### config.mk
export PLATFORM = sky130hd
export DESIGN_NAME = hazard_unit
export DESIGN_NICKNAME = d
export VERILOG_FILES = /design/src/rtl/hazard_pkg.sv /design/src/rtl/hazard_rd_pipe.sv /design/src/rtl/hazard_unit.sv
export SDC_FILE = /design/constraint.sdc
export NUM_CORES = 1
export LEC_CHECK = 0
export BUFFER_PORTS_ARGS = -buffer_cell sky130_fd_sc_hd__buf_2
export CORE_MARGIN = 8
export CORE_UTILIZATION = 30
export DETAILED_ROUTE_END_ITERATION = 10
export SYNTH_ARGS = -nofsm -noshare
export SYNTH_HDL_FRONTEND = slang
export SYNTH_SLANG_ARGS = --single-unit
### constraint.sdc
create_clock -name clk -period 2 [get_ports clk]
set_input_delay 0.4 -clock clk [delete_from_list [all_inputs] [get_ports clk]]
set_output_delay 0.4 -clock clk [all_outputs]
set_load 0.05 [all_outputs]
### src/rtl/hazard_pkg.sv
// hazard_pkg: shared types and constants for the pipeline hazard unit.
//   fwd_sel_e : ALU operand forward select (register file / writeback / memory)
//   REG_ZERO  : architectural zero register index (never forwarded, never stalls)
//   fwd_pick  : priority resolution of M/W forwarding hits
package hazard_pkg;

  typedef enum logic [1:0] {
    FWD_RF  = 2'b00,
    FWD_WB  = 2'b01,
    FWD_MEM = 2'b10
  } fwd_sel_e;

  localparam int REG_ZERO = 0;

  // The M-stage result is younger than the W-stage result, so it wins when both match.
  function automatic fwd_sel_e fwd_pick(input logic hit_m, input logic hit_w);
    if (hit_m)      return FWD_MEM;
    else if (hit_w) return FWD_WB;
    else            return FWD_RF;
  endfunction

endpackage

### src/rtl/hazard_rd_pipe.sv
// hazard_rd_pipe: E/M/W register-address chain shadowing the controller pipeline.
//   clk, reset             : clock, asynchronous active-high reset
//   flush_e                : synchronous clear of the E-stage addresses (bubble insert)
//   rs1_d, rs2_d, rd_d     : decode-stage addresses
//   rs1_e, rs2_e, rd_e     : execute-stage addresses
//   rd_m, rd_w             : memory / writeback destination addresses
// No stage ever stalls; a load-use stall is realised by flushing E while
// the front end holds, which keeps this chain aligned with the controller.
module hazard_rd_pipe
  import hazard_pkg::*;
#(
  parameter int REG_W = 5
) (
  input  logic             clk,
  input  logic             reset,
  input  logic             flush_e,
  input  logic [REG_W-1:0] rs1_d,
  input  logic [REG_W-1:0] rs2_d,
  input  logic [REG_W-1:0] rd_d,
  output logic [REG_W-1:0] rs1_e,
  output logic [REG_W-1:0] rs2_e,
  output logic [REG_W-1:0] rd_e,
  output logic [REG_W-1:0] rd_m,
  output logic [REG_W-1:0] rd_w
);

  localparam logic [REG_W-1:0] ZERO_ADDR = REG_W'(REG_ZERO);

  always_ff @(posedge clk or posedge reset) begin
    if (reset) begin
      rs1_e <= ZERO_ADDR;
      rs2_e <= ZERO_ADDR;
      rd_e  <= ZERO_ADDR;
      rd_m  <= ZERO_ADDR;
      rd_w  <= ZERO_ADDR;
    end else begin
      if (flush_e) begin
        rs1_e <= ZERO_ADDR;
        rs2_e <= ZERO_ADDR;
        rd_e  <= ZERO_ADDR;
      end else begin
        rs1_e <= rs1_d;
        rs2_e <= rs2_d;
        rd_e  <= rd_d;
      end
      rd_m <= rd_e;
      rd_w <= rd_m;
    end
  end

endmodule

### src/rtl/hazard_unit.sv
// hazard_unit: forwarding, load-use stall and control-flush logic for a
// five-stage pipeline; consumer of the pipelined controller's hazard outputs.
//   clk, reset                 : clock, asynchronous active-high reset
//   Rs1D, Rs2D, RdD            : decode-stage register addresses
//   ResultSrcEb0               : E-stage instruction is a load
//   PCSrcE                     : E-stage branch taken / jump
//   RegWriteM, RegWriteW       : M / W stage write the register file
//   ForwardAE, ForwardBE       : ALU operand selects (00 RF, 01 W, 10 M)
//   StallF, StallD             : hold PC and F/D register
//   FlushD, FlushE             : clear F/D and D/E registers (FlushE also to controller)
//   StallCnt, FlushCnt         : load-use stall cycles / control flushes
// Build option HAZARD_PERF_EN: when defined, StallCnt and FlushCnt are live
// wrapping counters; otherwise they are tied to zero.
module hazard_unit
  import hazard_pkg::*;
#(
  parameter int REG_W = 5,
  parameter int CNT_W = 32
) (
  input  logic             clk,
  input  logic             reset,
  input  logic [REG_W-1:0] Rs1D,
  input  logic [REG_W-1:0] Rs2D,
  input  logic [REG_W-1:0] RdD,
  input  logic             ResultSrcEb0,
  input  logic             PCSrcE,
  input  logic             RegWriteM,
  input  logic             RegWriteW,
  output logic [1:0]       ForwardAE,
  output logic [1:0]       ForwardBE,
  output logic             StallF,
  output logic             StallD,
  output logic             FlushD,
  output logic             FlushE,
  output logic [CNT_W-1:0] StallCnt,
  output logic [CNT_W-1:0] FlushCnt
);

  localparam logic [REG_W-1:0] ZERO_ADDR = REG_W'(REG_ZERO);

  logic [REG_W-1:0] rs1_e, rs2_e, rd_e, rd_m, rd_w;
  logic             lw_stall;
  logic             flush_e;

  hazard_rd_pipe #(.REG_W(REG_W)) u_rd_pipe (
    .clk     (clk),
    .reset   (reset),
    .flush_e (flush_e),
    .rs1_d   (Rs1D),
    .rs2_d   (Rs2D),
    .rd_d    (RdD),
    .rs1_e   (rs1_e),
    .rs2_e   (rs2_e),
    .rd_e    (rd_e),
    .rd_m    (rd_m),
    .rd_w    (rd_w)
  );

  // Load in E whose destination is read by the instruction in D.
  assign lw_stall = ResultSrcEb0 && (rd_e != ZERO_ADDR) &&
                    ((Rs1D == rd_e) || (Rs2D == rd_e));

  // A taken branch also flushes E, discarding any instruction held by a
  // simultaneous load-use stall.
  assign flush_e = lw_stall || PCSrcE;

  assign StallF = lw_stall;
  assign StallD = lw_stall;
  assign FlushD = PCSrcE;
  assign FlushE = flush_e;

  assign ForwardAE = fwd_pick(RegWriteM && (rs1_e != ZERO_ADDR) && (rs1_e == rd_m),
                              RegWriteW && (rs1_e != ZERO_ADDR) && (rs1_e == rd_w));
  assign ForwardBE = fwd_pick(RegWriteM && (rs2_e != ZERO_ADDR) && (rs2_e == rd_m),
                              RegWriteW && (rs2_e != ZERO_ADDR) && (rs2_e == rd_w));

`ifdef HAZARD_PERF_EN
  logic [CNT_W-1:0] stall_cnt;
  logic [CNT_W-1:0] flush_cnt;

  always_ff @(posedge clk or posedge reset) begin
    if (reset) begin
      stall_cnt <= '0;
      flush_cnt <= '0;
    end else begin
      if (lw_stall) stall_cnt <= stall_cnt + 1'b1;
      if (PCSrcE)   flush_cnt <= flush_cnt + 1'b1;
    end
  end

  assign StallCnt = stall_cnt;
  assign FlushCnt = flush_cnt;
`else
  assign StallCnt = '0;
  assign FlushCnt = '0;
`endif

endmodule

== Word level (Yosys, flattened, before mapping) ==
Index checks and enable logic that the tools add are counted.

* Flip-flop bits (word level): 25
* Input port bits: 21
* Output and inout port bits: 72
* Word-level logic and storage cells: 33

* Equality and inequality tests: 6
* Multiplexer cells: 7
* Reductions and logical operators: 15

{| class="wikitable"
|+ Operator list
! operator !! count
|-
| $eq 5x5->1 || 6
|-
| $mux 5 || 3
|-
| $reduce_bool 5->1 || 3
|-
| $logic_and 1x1->1 || 10
|-
| $mux 2 || 2
|-
| $logic_or 1x1->1 || 2
|-
| $mux 1 || 2
|}

== Logic depth before layout (Yosys ltp) ==
Gate-level depths: netlist of the first run.

* Depth in word-level cells: 5
* Depth in mapped cells: 5
* Depth with buffers taken out: 4

== Modules after synthesis ==
A second synthesis of the first run with hierarchy kept.

* Cell total of the unflattened synthesis: 162
* Area, all modules: 1700.4 um^2

{| class="wikitable"
|+ By module, submodules not included
! module !! times used !! cells each !! area an instance (um^2) !! sequential area each (um^2)
|-
| hazard_unit || 1 || 120 || 938.4 || 0.0
|-
| hazard_rd_pipe || 1 || 42 || 762.0 || 625.6
|}

== Least setup slack after synthesis of the first run ==
No wires, ideal clock.

* Path type: register to output
* Start: reg u_rd_pipe.rd_m[2]
* End: out ForwardAE[0]
* Arrival time: 2879 ps
* Required time: 1600 ps
* Slack: -1279 ps
* Cell stages (with the launch flop): 5
* Buffers on the path: 0
* Cell sequence: dfrtp_1 -> xnor2_1 -> nand4_1 -> nor4_1 -> nor4_1

* Cells in the longest elaborated chain, start to end: 3

{| class="wikitable"
|+ Ends and longest elaborated chain
! what !! line !! text
|-
| start: declaration || hazard_rd_pipe.sv:23 || <nowiki>output logic [REG_W-1:0] rd_m,</nowiki>
|-
| start signal: assignment || hazard_rd_pipe.sv:46 || <nowiki>rd_m <= rd_e;</nowiki>
|-
| $eq 5x5->1 || hazard_unit.sv:72 || <nowiki>assign ForwardAE = fwd_pick(RegWriteM && (rs1_e != ZERO_ADDR) && (rs1_e == rd_m),</nowiki>
|-
| $logic_and 1x1->1 || hazard_unit.sv:72 ||
|-
| $mux 2 || hazard_pkg.sv:17 || <nowiki>if (hit_m) return FWD_MEM;</nowiki>
|-
| end: declaration || hazard_unit.sv:29 || <nowiki>output logic [1:0] ForwardAE,</nowiki>
|}

Every way passes these cells.

== Worst setup path after layout of the first run ==
* Start: reg u_rd_pipe.rs2_e[1]
* End: out ForwardBE[0]

* Cells in the longest elaborated chain, start to end: 5
* Elaborated cells between the ends (all ways): 9
* Those cells by class: eq/ne: 2; mux: 2; reduce/logical: 5

{| class="wikitable"
|+ Ends and longest elaborated chain
! what !! line !! text
|-
| start: declaration || hazard_rd_pipe.sv:21 || <nowiki>output logic [REG_W-1:0] rs2_e,</nowiki>
|-
| start signal: assignment || hazard_rd_pipe.sv:43 || <nowiki>rs2_e <= rs2_d;</nowiki>
|-
| $reduce_bool 5->1 || hazard_unit.sv:74, hazard_unit.sv:75 ||
|-
| $logic_and 1x1->1 (2 in series) || hazard_unit.sv:75 || <nowiki>RegWriteW && (rs2_e != ZERO_ADDR) && (rs2_e == rd_w));</nowiki>
|-
| $mux 1 || hazard_pkg.sv:18 || <nowiki>else if (hit_w) return FWD_WB;</nowiki>
|-
| $mux 2 * || hazard_pkg.sv:17 ||
|-
| end: declaration || hazard_unit.sv:30 || <nowiki>output logic [1:0] ForwardBE,</nowiki>
|}

Every way passes the cells marked *; elsewhere a longest branch is shown, timed or not.

==> results of run 1 <==
==> area by class of cell <==
type                            count  area, um^2
Clock buffer                        3        41.3
Inverter                            1        3.75
Timing Repair Buffer               48         345
Fill cell                         611        3720
Tap cell                           75        93.8
Sequential cell                    25         626
Multi-Input combinational cell    147         976
Clock inverter                      1        7.51
==> power by group <==
| part | switching (mW) | internal, mW |
|---|---|---|
| combinational | 0.419 | 0.148 |
| clock | 0.156 | 0.141 |
| sequential | 0.0318 | 0.534 |
| total | 0.606 | 0.823 |
==> path summary, 6_finish.rpt <==
path                                           endpoint  slack, ps  cells after the start
min                         u_rd_pipe.rd_m[4]$_DFF_PP0_        160                      3
max in group asynchronous  u_rd_pipe.rs2_e[2]$_DFF_PP0_       1600                      3
max reg2reg                u_rd_pipe.rs1_e[2]$_DFF_PP0_        170                      5
min reg2reg                 u_rd_pipe.rd_w[0]$_DFF_PP0_        470                      0
min in group clk            u_rd_pipe.rd_e[4]$_DFF_PP0_        350                      3
max                                        ForwardBE[0]       -230                      5
==> cell usage in the layout (no fill, tap or decap) <==
| cell | count |
|---|---|
| xor2_1 | 4 |
| buf_4 | 18 |
| xnor2_2 | 4 |
| nand2b_1 | 15 |
| clkbuf_8 | 3 |
| or4_4 | 3 |
| clkinvlp_4 | 1 |
| buf_6 | 8 |
| o21a_4 | 1 |
| a21oi_2 | 10 |
| dfrtp_1 | 25 |
| nand4_1 | 4 |
| buf_2 | 21 |
| nor4_4 | 4 |
| conb_1 | 64 |
| and2_4 | 1 |
| nor2_4 | 2 |
| o22ai_2 | 1 |
| a21o_2 | 1 |
| nand2_1 | 4 |
| xnor2_1 | 22 |
| buf_8 | 1 |
| inv_1 | 1 |
| nand3_1 | 2 |
| a21oi_1 | 5 |
==> stage by stage <==
stage                     utilization (%)  setup slack (ps)  setup TNS (ps)
after floorplan                         -              -250            -500
after global placement               32.6             -19.4           -19.4
after detailed placement             32.6             -26.6           -47.2
after CTS                            35.0              -223           -1080
after global routing                 36.0              -276           -1250
final                                36.0              -231            -853
==> state kept, by name (all words and copies together), names as in the netlist <==
signal and count:
u_rd_pipe.rs1_e 5, u_rd_pipe.rd_w 5, u_rd_pipe.rd_e 5, u_rd_pipe.rs2_e 5, u_rd_pipe.rd_m 5
==> worst max-delay path, stage by stage (launching register included) <==
cell and delay [ps]:
dfrtp_1 390, or4_4 550, nor2_4 150, nor4_4 70, nor4_4 220, buf_6 190
==> layer usage <==
metal  up-vias  part of all wire (%)  GRT usage, %
li1        539                     -             -
met1       502                    39          8.92
met3         2                    15          3.56
met4         0                  0.34          1.34
met2        72                    45          12.6
met5         -                     0             0
==> what timing repair did <==
action | in CTS | in global routing
endpoints found under the setup margin | 7 | 7
resized for setup | 16 | 7
buffers inserted | 5 | 2
pin swaps | 6 | 4
==> cell families after synthesis <==
group                     after synthesis
AOI/OAI and AO/OA                      18
buffers and inverters                  70
and+or+nand+nor                        35
xor gates and xnor gates               30
DFF                                    25
other                                   1
==> impl_metrics.prom, run 1 <==
# TYPE chip_impl_metric gauge
chip_impl_metric{name="clk_pin_slew",unit="ps"} 90
chip_impl_metric{name="yosys_register_bits",unit=""} 25
chip_impl_info{name="synth_ff_type",value="dfrtp_1"} 1
chip_impl_metric{name="antenna_violating_nets_post_route",unit=""} 0
chip_impl_info{name="synth_top_cell_by_area",value="dfrtp_1"} 1
chip_impl_metric{name="area_share_of_and_or_nand_nor_cells_after_synthesis",unit="%"} 11.7
chip_impl_metric{name="max-vdd-ir-drop",unit="mV"} 0.350
chip_impl_metric{name="synth_top_cell_area_share",unit="%"} 35.3
chip_impl_metric{name="remaining_drc_errors",unit=""} 0
chip_impl_metric{name="setup_violations",unit=""} 6
chip_impl_info{name="clockRootBuffer",value="clkbuf_8"} 1
chip_impl_metric{name="synth_compound_area_share",unit="%"} 8.05
chip_impl_info{name="timing.rr.start",value="u_rd_pipe.rd_e[0]$_DFF_PP0_"} 1
chip_impl_metric{name="avgSynthCellArea",unit="um^2"} 9.90
chip_impl_metric{name="totalWireLength",unit="um"} 3560
chip_impl_metric{name="final_design_area_no_fill",unit="um^2"} 2090
chip_impl_info{name="timing.hold.worst.class",value="primary input to async pin"} 1
chip_impl_metric{name="antenna_found_initial",unit=""} 0
chip_impl_metric{name="count_of_input_and_output_buffers",unit=""} 28
chip_impl_metric{name="antenna-diode-count",unit=""} 0
chip_impl_metric{name="yosysUniqueCellTypes",unit=""} 21
chip_impl_metric{name="power.total",unit="mW"} 1.43
chip_impl_metric{name="die_w",unit="um"} 92.9
chip_impl_metric{name="required",unit="ps"} 1600
chip_impl_metric{name="clk_latency_worst_skew_pair",unit="ps"} 270
chip_impl_metric{name="worst_ep_arrival_time",unit="ps"} 1830
chip_impl_metric{name="drt_first_pass_iters",unit=""} 4
chip_impl_metric{name="dpl_cell_area",unit="um^2"} 1900
chip_impl_metric{name="finalMaxSlewViolations",unit=""} 0
chip_impl_metric{name="num_rows",unit=""} 28
chip_impl_metric{name="io_pins",unit=""} 93
chip_impl_metric{name="post_drt_wl_per_cell",unit="um"} 11.9
chip_impl_metric{name="dp_hpwl",unit="um"} 2950
chip_impl_metric{name="timing.final.crit_period",unit="ps"} 2230
chip_impl_info{name="cts_tree",value="yes"} 1
chip_impl_info{name="critical_path_class",value="register to output pin"} 1
chip_impl_metric{name="async_flop_share",unit="%"} 100
chip_impl_metric{name="area_delta_synth_final",unit="%"} 18.1
chip_impl_info{name="critPathCaptureType",value="output pin"} 1
chip_impl_info{name="failed_checks",value="negative setup slack"} 1
chip_impl_metric{name="power.density",unit="nW/um^2"} 683
chip_impl_metric{name="pin_count_of_the_biggest_net_entering_global_routing",unit=""} 26
chip_impl_metric{name="finalHoldWorstSlack",unit="ps"} 160
chip_impl_metric{name="cts_buffers",unit=""} 3
chip_impl_metric{name="design.core.area",unit="um^2"} 5820
chip_impl_metric{name="drt-initial-drc-count",unit=""} 13
chip_impl_metric{name="synth_mux_area_share",unit="%"} 0
chip_impl_metric{name="synth-seq-area-share",unit="%"} 35.3
chip_impl_metric{name="numPlacedInstances",unit=""} 289
chip_impl_metric{name="gr-usage-all-layers",unit="%"} 7.65
chip_impl_metric{name="clock-skew-final",unit="ps"} 3.86
chip_impl_metric{name="hold_viol_final",unit=""} 0
chip_impl_metric{name="gpl.final_weighted_congestion",unit=""} 0.823
chip_impl_metric{name="overflow",unit=""} 0
chip_impl_info{name="synth_most_common_cell",value="buf_4"} 1
chip_impl_metric{name="post_layout_nonfiller_instances",unit=""} 300
chip_impl_metric{name="grt_first_pass_wirelength",unit="um"} 5330
chip_impl_metric{name="crit_path_max_fanout",unit=""} 2
chip_impl_info{name="rsz_0062_raised_after_global_routing",value="yes"} 1
chip_impl_metric{name="yosysWarnings",unit=""} 0
chip_impl_info{name="synth_area_leaders",value="dfrtp_1 (35%), buf_4 (28%), xnor2_1 (13%)"} 1
chip_impl_metric{name="viasPerCell",unit=""} 3.72
chip_impl_metric{name="count_of_h_tree_levels_built_during_cts",unit=""} 1
chip_impl_metric{name="fp.dieArea",unit="um^2"} 8620
chip_impl_metric{name="synth_fa_ha_area_share",unit="%"} 0
chip_impl_info{name="dominant_combinational_cell_family_by_area_after_synthesis",value="buffers and inverters"} 1
chip_impl_metric{name="clock_sink_count",unit=""} 25
chip_impl_metric{name="final.period_utilization",unit="%"} 112
chip_impl_metric{name="max_freq",unit="MHz"} 448
chip_impl_metric{name="yosys.area_share.xor_xnor",unit="%"} 14.8
chip_impl_info{name="critPathLaunchType",value="register"} 1
chip_impl_metric{name="hold_buffers",unit=""} 0
chip_impl_metric{name="max_cap_viol_count",unit=""} 0
chip_impl_metric{name="dr_total_vias",unit=""} 1115
chip_impl_metric{name="power.static_leakage",unit="nW"} 0.993
chip_impl_info{name="run_status",value="finished with violations"} 1
chip_impl_info{name="netlist_top_cells_count",value="buf_4 (67), xnor2_1 (26), dfrtp_1 (25), nand2b_1 (15), a21oi_2 (10)"} 1
chip_impl_info{name="setup.worst_path.start",value="u_rd_pipe.rs2_e[1]$_DFF_PP0_"} 1
chip_impl_metric{name="drive_gt1_share",unit="%"} 35.1
chip_impl_metric{name="via_count_of_the_first_global_routing_pass",unit=""} 1123
chip_impl_metric{name="floorplan.initialDensity",unit="%"} 30.5
chip_impl_metric{name="postLayoutSetupSlackWorst",unit="ps"} -231
chip_impl_metric{name="chipHeight",unit="um"} 92.9
chip_impl_metric{name="number_of_flops_mapped_to_enable_cells_by_yosys",unit=""} 0
chip_impl_metric{name="cts-root-to-sink-buffers",unit=""} 2
chip_impl_metric{name="synth_cells",unit=""} 179
chip_impl_metric{name="synth.cell_area",unit="um^2"} 1770
chip_impl_metric{name="finish.net_count",unit=""} 247
No activity file was read; power rests on OpenSTA's default activity.
==> inputs of run 2 (changes only) <==
==> constraint.sdc (replaced) <==
create_clock -name clk -period 2.59 [get_ports clk]
set_input_delay 0.518 -clock clk [delete_from_list [all_inputs] [get_ports clk]]
set_output_delay 0.518 -clock clk [all_outputs]
set_load 0.05 [all_outputs]
==> impl_metrics.prom, run 2 (synthesis results as in run 1) <==
# TYPE chip_impl_metric gauge
chip_impl_metric{name="dpl_cell_area",unit="um^2"} 1770
chip_impl_metric{name="fillers",unit=""} 591
chip_impl_metric{name="post_drt_wl_per_cell",unit="um"} 11.7
chip_impl_metric{name="proportion_of_power_drawn_by_combinational_gates",unit="%"} 35.8
chip_impl_metric{name="p_sw",unit="mW"} 0.447
chip_impl_metric{name="final_design_area_no_fill",unit="um^2"} 1830
chip_impl_metric{name="hold_buffers",unit=""} 0
chip_impl_metric{name="clock_sink_count",unit=""} 25
chip_impl_metric{name="antenna-diode-count",unit=""} 0
chip_impl_metric{name="finalMaxSlewViolations",unit=""} 0
chip_impl_metric{name="antenna_found_initial",unit=""} 0
chip_impl_metric{name="worst_ep_arrival_time",unit="ps"} 1990
chip_impl_metric{name="num_rows",unit=""} 28
chip_impl_metric{name="io_pins",unit=""} 93
chip_impl_metric{name="area_taken_by_multi_input_logic_gates",unit="um^2"} 900
chip_impl_metric{name="power.static_leakage",unit="nW"} 0.863
chip_impl_metric{name="max_freq",unit="MHz"} 398
chip_impl_metric{name="worst-path-buf-inv",unit=""} 1
chip_impl_metric{name="drive_gt1_share",unit="%"} 25.2
chip_impl_metric{name="count_of_h_tree_levels_built_during_cts",unit=""} 1
chip_impl_metric{name="chipHeight",unit="um"} 92.9
chip_impl_info{name="critical_path_class",value="register to output pin"} 1
chip_impl_metric{name="dp_hpwl",unit="um"} 2830
chip_impl_metric{name="final.period_utilization",unit="%"} 96.9
chip_impl_metric{name="remaining_drc_errors",unit=""} 0
chip_impl_metric{name="required",unit="ps"} 2070
chip_impl_metric{name="totalWireLength",unit="um"} 3300
chip_impl_info{name="final_common_cell",value="conb_1"} 1
chip_impl_metric{name="cell_internal_pwr",unit="mW"} 0.594
chip_impl_metric{name="critPathMaxStageDelay",unit="ps"} 550
chip_impl_metric{name="post_layout_nonfiller_instances",unit=""} 281
chip_impl_metric{name="pin_count_of_the_biggest_net_entering_global_routing",unit=""} 26
chip_impl_info{name="timing.critical_path.max_delay_family",value="simple AND/OR/NAND/NOR gates"} 1
chip_impl_metric{name="hold_viol_final",unit=""} 0
chip_impl_info{name="mostFrequentLayoutCells",value="conb_1 (64), xnor2_1 (26), buf_2 (26), dfrtp_1 (25), nand2b_1 (15)"} 1
chip_impl_metric{name="cts-root-to-sink-buffers",unit=""} 2
chip_impl_metric{name="cts_buffers",unit=""} 3
chip_impl_metric{name="finish.net_count",unit=""} 228
chip_impl_info{name="critPathLaunchType",value="register"} 1
chip_impl_metric{name="setup_violations",unit=""} 0
chip_impl_metric{name="numPlacedInstances",unit=""} 277
chip_impl_metric{name="power_frac_clock",unit="%"} 22.0
chip_impl_metric{name="power.share.switching",unit="%"} 42.9
chip_impl_metric{name="clk_pin_slew",unit="ps"} 80
chip_impl_metric{name="antenna_violating_nets_post_route",unit=""} 0
chip_impl_metric{name="max_cap_viol_count",unit=""} 0
chip_impl_metric{name="overflow",unit=""} 0
chip_impl_metric{name="drt_first_pass_iters",unit=""} 4
chip_impl_metric{name="max-vdd-ir-drop",unit="mV"} 0.213
chip_impl_info{name="timing.critical_path.slowest_stage_cell",value="or4_1"} 1
chip_impl_metric{name="count_of_input_and_output_buffers",unit=""} 28
chip_impl_metric{name="die_w",unit="um"} 92.9
chip_impl_metric{name="power.total",unit="mW"} 1.04
chip_impl_metric{name="grt_first_pass_wirelength",unit="um"} 4950
chip_impl_metric{name="maxSlewHeadroom",unit="%"} 40.6
chip_impl_metric{name="postLayoutSetupSlackWorst",unit="ps"} 80.2
chip_impl_metric{name="area_delta_synth_final",unit="%"} 3.18
chip_impl_metric{name="viasPerCell",unit=""} 3.76
chip_impl_info{name="cts_tree",value="yes"} 1
chip_impl_info{name="run_status",value="completed"} 1
chip_impl_metric{name="fp.dieArea",unit="um^2"} 8620
chip_impl_metric{name="seqCellArea",unit="um^2"} 626
chip_impl_metric{name="floorplan.initialDensity",unit="%"} 30.5
chip_impl_metric{name="detailedPlace.worstSlack",unit="ps"} 219
chip_impl_metric{name="crit_path_max_fanout",unit=""} 17
chip_impl_metric{name="tns",unit="ps"} 0
chip_impl_metric{name="via_count_of_the_first_global_routing_pass",unit=""} 1082
chip_impl_info{name="clockRootBuffer",value="clkbuf_8"} 1
chip_impl_metric{name="tightestPinTransition",unit="ps"} 890
chip_impl_metric{name="gr-usage-all-layers",unit="%"} 7.16
chip_impl_metric{name="seq_power_share",unit="%"} 42.2
chip_impl_metric{name="gpl.final_weighted_congestion",unit=""} 0.834
chip_impl_info{name="timing.hold.worst.class",value="primary input to async pin"} 1
chip_impl_metric{name="power.density",unit="nW/um^2"} 569
chip_impl_metric{name="dr_total_vias",unit=""} 1056
chip_impl_info{name="series_of_cell_instances_along_the_critical_path",value="or4_1, o21a_4, and2_2, buf_2"} 1
chip_impl_metric{name="design.core.area",unit="um^2"} 5820
chip_impl_metric{name="clk_latency_worst_skew_pair",unit="ps"} 270
chip_impl_metric{name="drt-initial-drc-count",unit=""} 16
chip_impl_metric{name="clock-skew-final",unit="ps"} 2.83
chip_impl_info{name="rsz_0062_raised_after_global_routing",value="no"} 1
chip_impl_info{name="critPathCaptureType",value="output pin"} 1
chip_impl_metric{name="timing.final.crit_period",unit="ps"} 2510
[run 2: changes by cell type in the layout (fill, tap and decap cells not counted), moves of 2 or more]
cell | before | now
nor4_2 | 0 | 2
buf_4 | 18 | 2
nor2_2 | 0 | 2
nor2_4 | 2 | 0
or4_4 | 3 | 0
xnor2_1 | 22 | 26
nor4_4 | 4 | 2
buf_2 | 21 | 26
or4_1 | 0 | 3
buf_6 | 8 | 1
xnor2_2 | 4 | 0
[run 2: path summary, 6_finish.rpt]
kind | startpoint | end | cells after the start | slack, ps
max | u_rd_pipe.rd_e[4]$_DFF_PP0_ | StallF | 4 | 80
min | reset | u_rd_pipe.rd_w[4]$_DFF_PP0_ | 2 | 430
max reg2reg | u_rd_pipe.rd_e[4]$_DFF_PP0_ | u_rd_pipe.rs2_e[4]$_DFF_PP0_ | 3 | 1020
min reg2reg | u_rd_pipe.rd_m[2]$_DFF_PP0_ | u_rd_pipe.rd_w[2]$_DFF_PP0_ | 0 | 450
max in group asynchronous | reset | u_rd_pipe.rd_e[4]$_DFF_PP0_ | 2 | 1620
min in group clk | u_rd_pipe.rd_m[2]$_DFF_PP0_ | u_rd_pipe.rd_w[2]$_DFF_PP0_ | 0 | 450
[run 2: power by group through the flow]
stage | logic, mW | registers [mW] | clock network [mW]
2_1_floorplan | 0.411 | 0.440 | 0
3_3_place_gp | 0.368 | 0.447 | 0
3_5_place_dp | 0.368 | 0.447 | 0
4_1_cts | 0.370 | 0.440 | 0.244
5_1_grt | 0.394 | 0.443 | 0.260
6_report | 0.373 | 0.439 | 0.229
[run 2: routing by layer]
layer / up-vias / global-route usage [%] / part of all wire, %
li1: 498 / - / -
met1: 478 / 7.06 / 34
met5: - / 0 / 0
met4: 0 / 3.76 / 2.3
met2: 73 / 13.0 / 46
met3: 7 / 2.35 / 17
[run 2: per-stage QoR]
stage / util [%] / hold WS (ps)
after floorplan: - / 409
final: 31.4 / 427
after global routing: 31.4 / 476
after CTS: 31.3 / 453
after detailed placement: 30.4 / 432
after global placement: 30.4 / 428
[run 2: layout make-up]
type                       instances  share of cell area, %
inverter                           1                  0.205
timing repair buffer              29                   8.56
clock buffer                       3                   2.26
sequential                        25                   34.2
tap                               75                   5.13
clock inverter                     1                  0.411
multi-input combinational        147                   49.2
[run 2: timing repair]
item                                    in CTS  in global routing
buffers inserted                             0                  0
gates resized for setup                      3                  2
endpoints found under the setup margin       2                  1
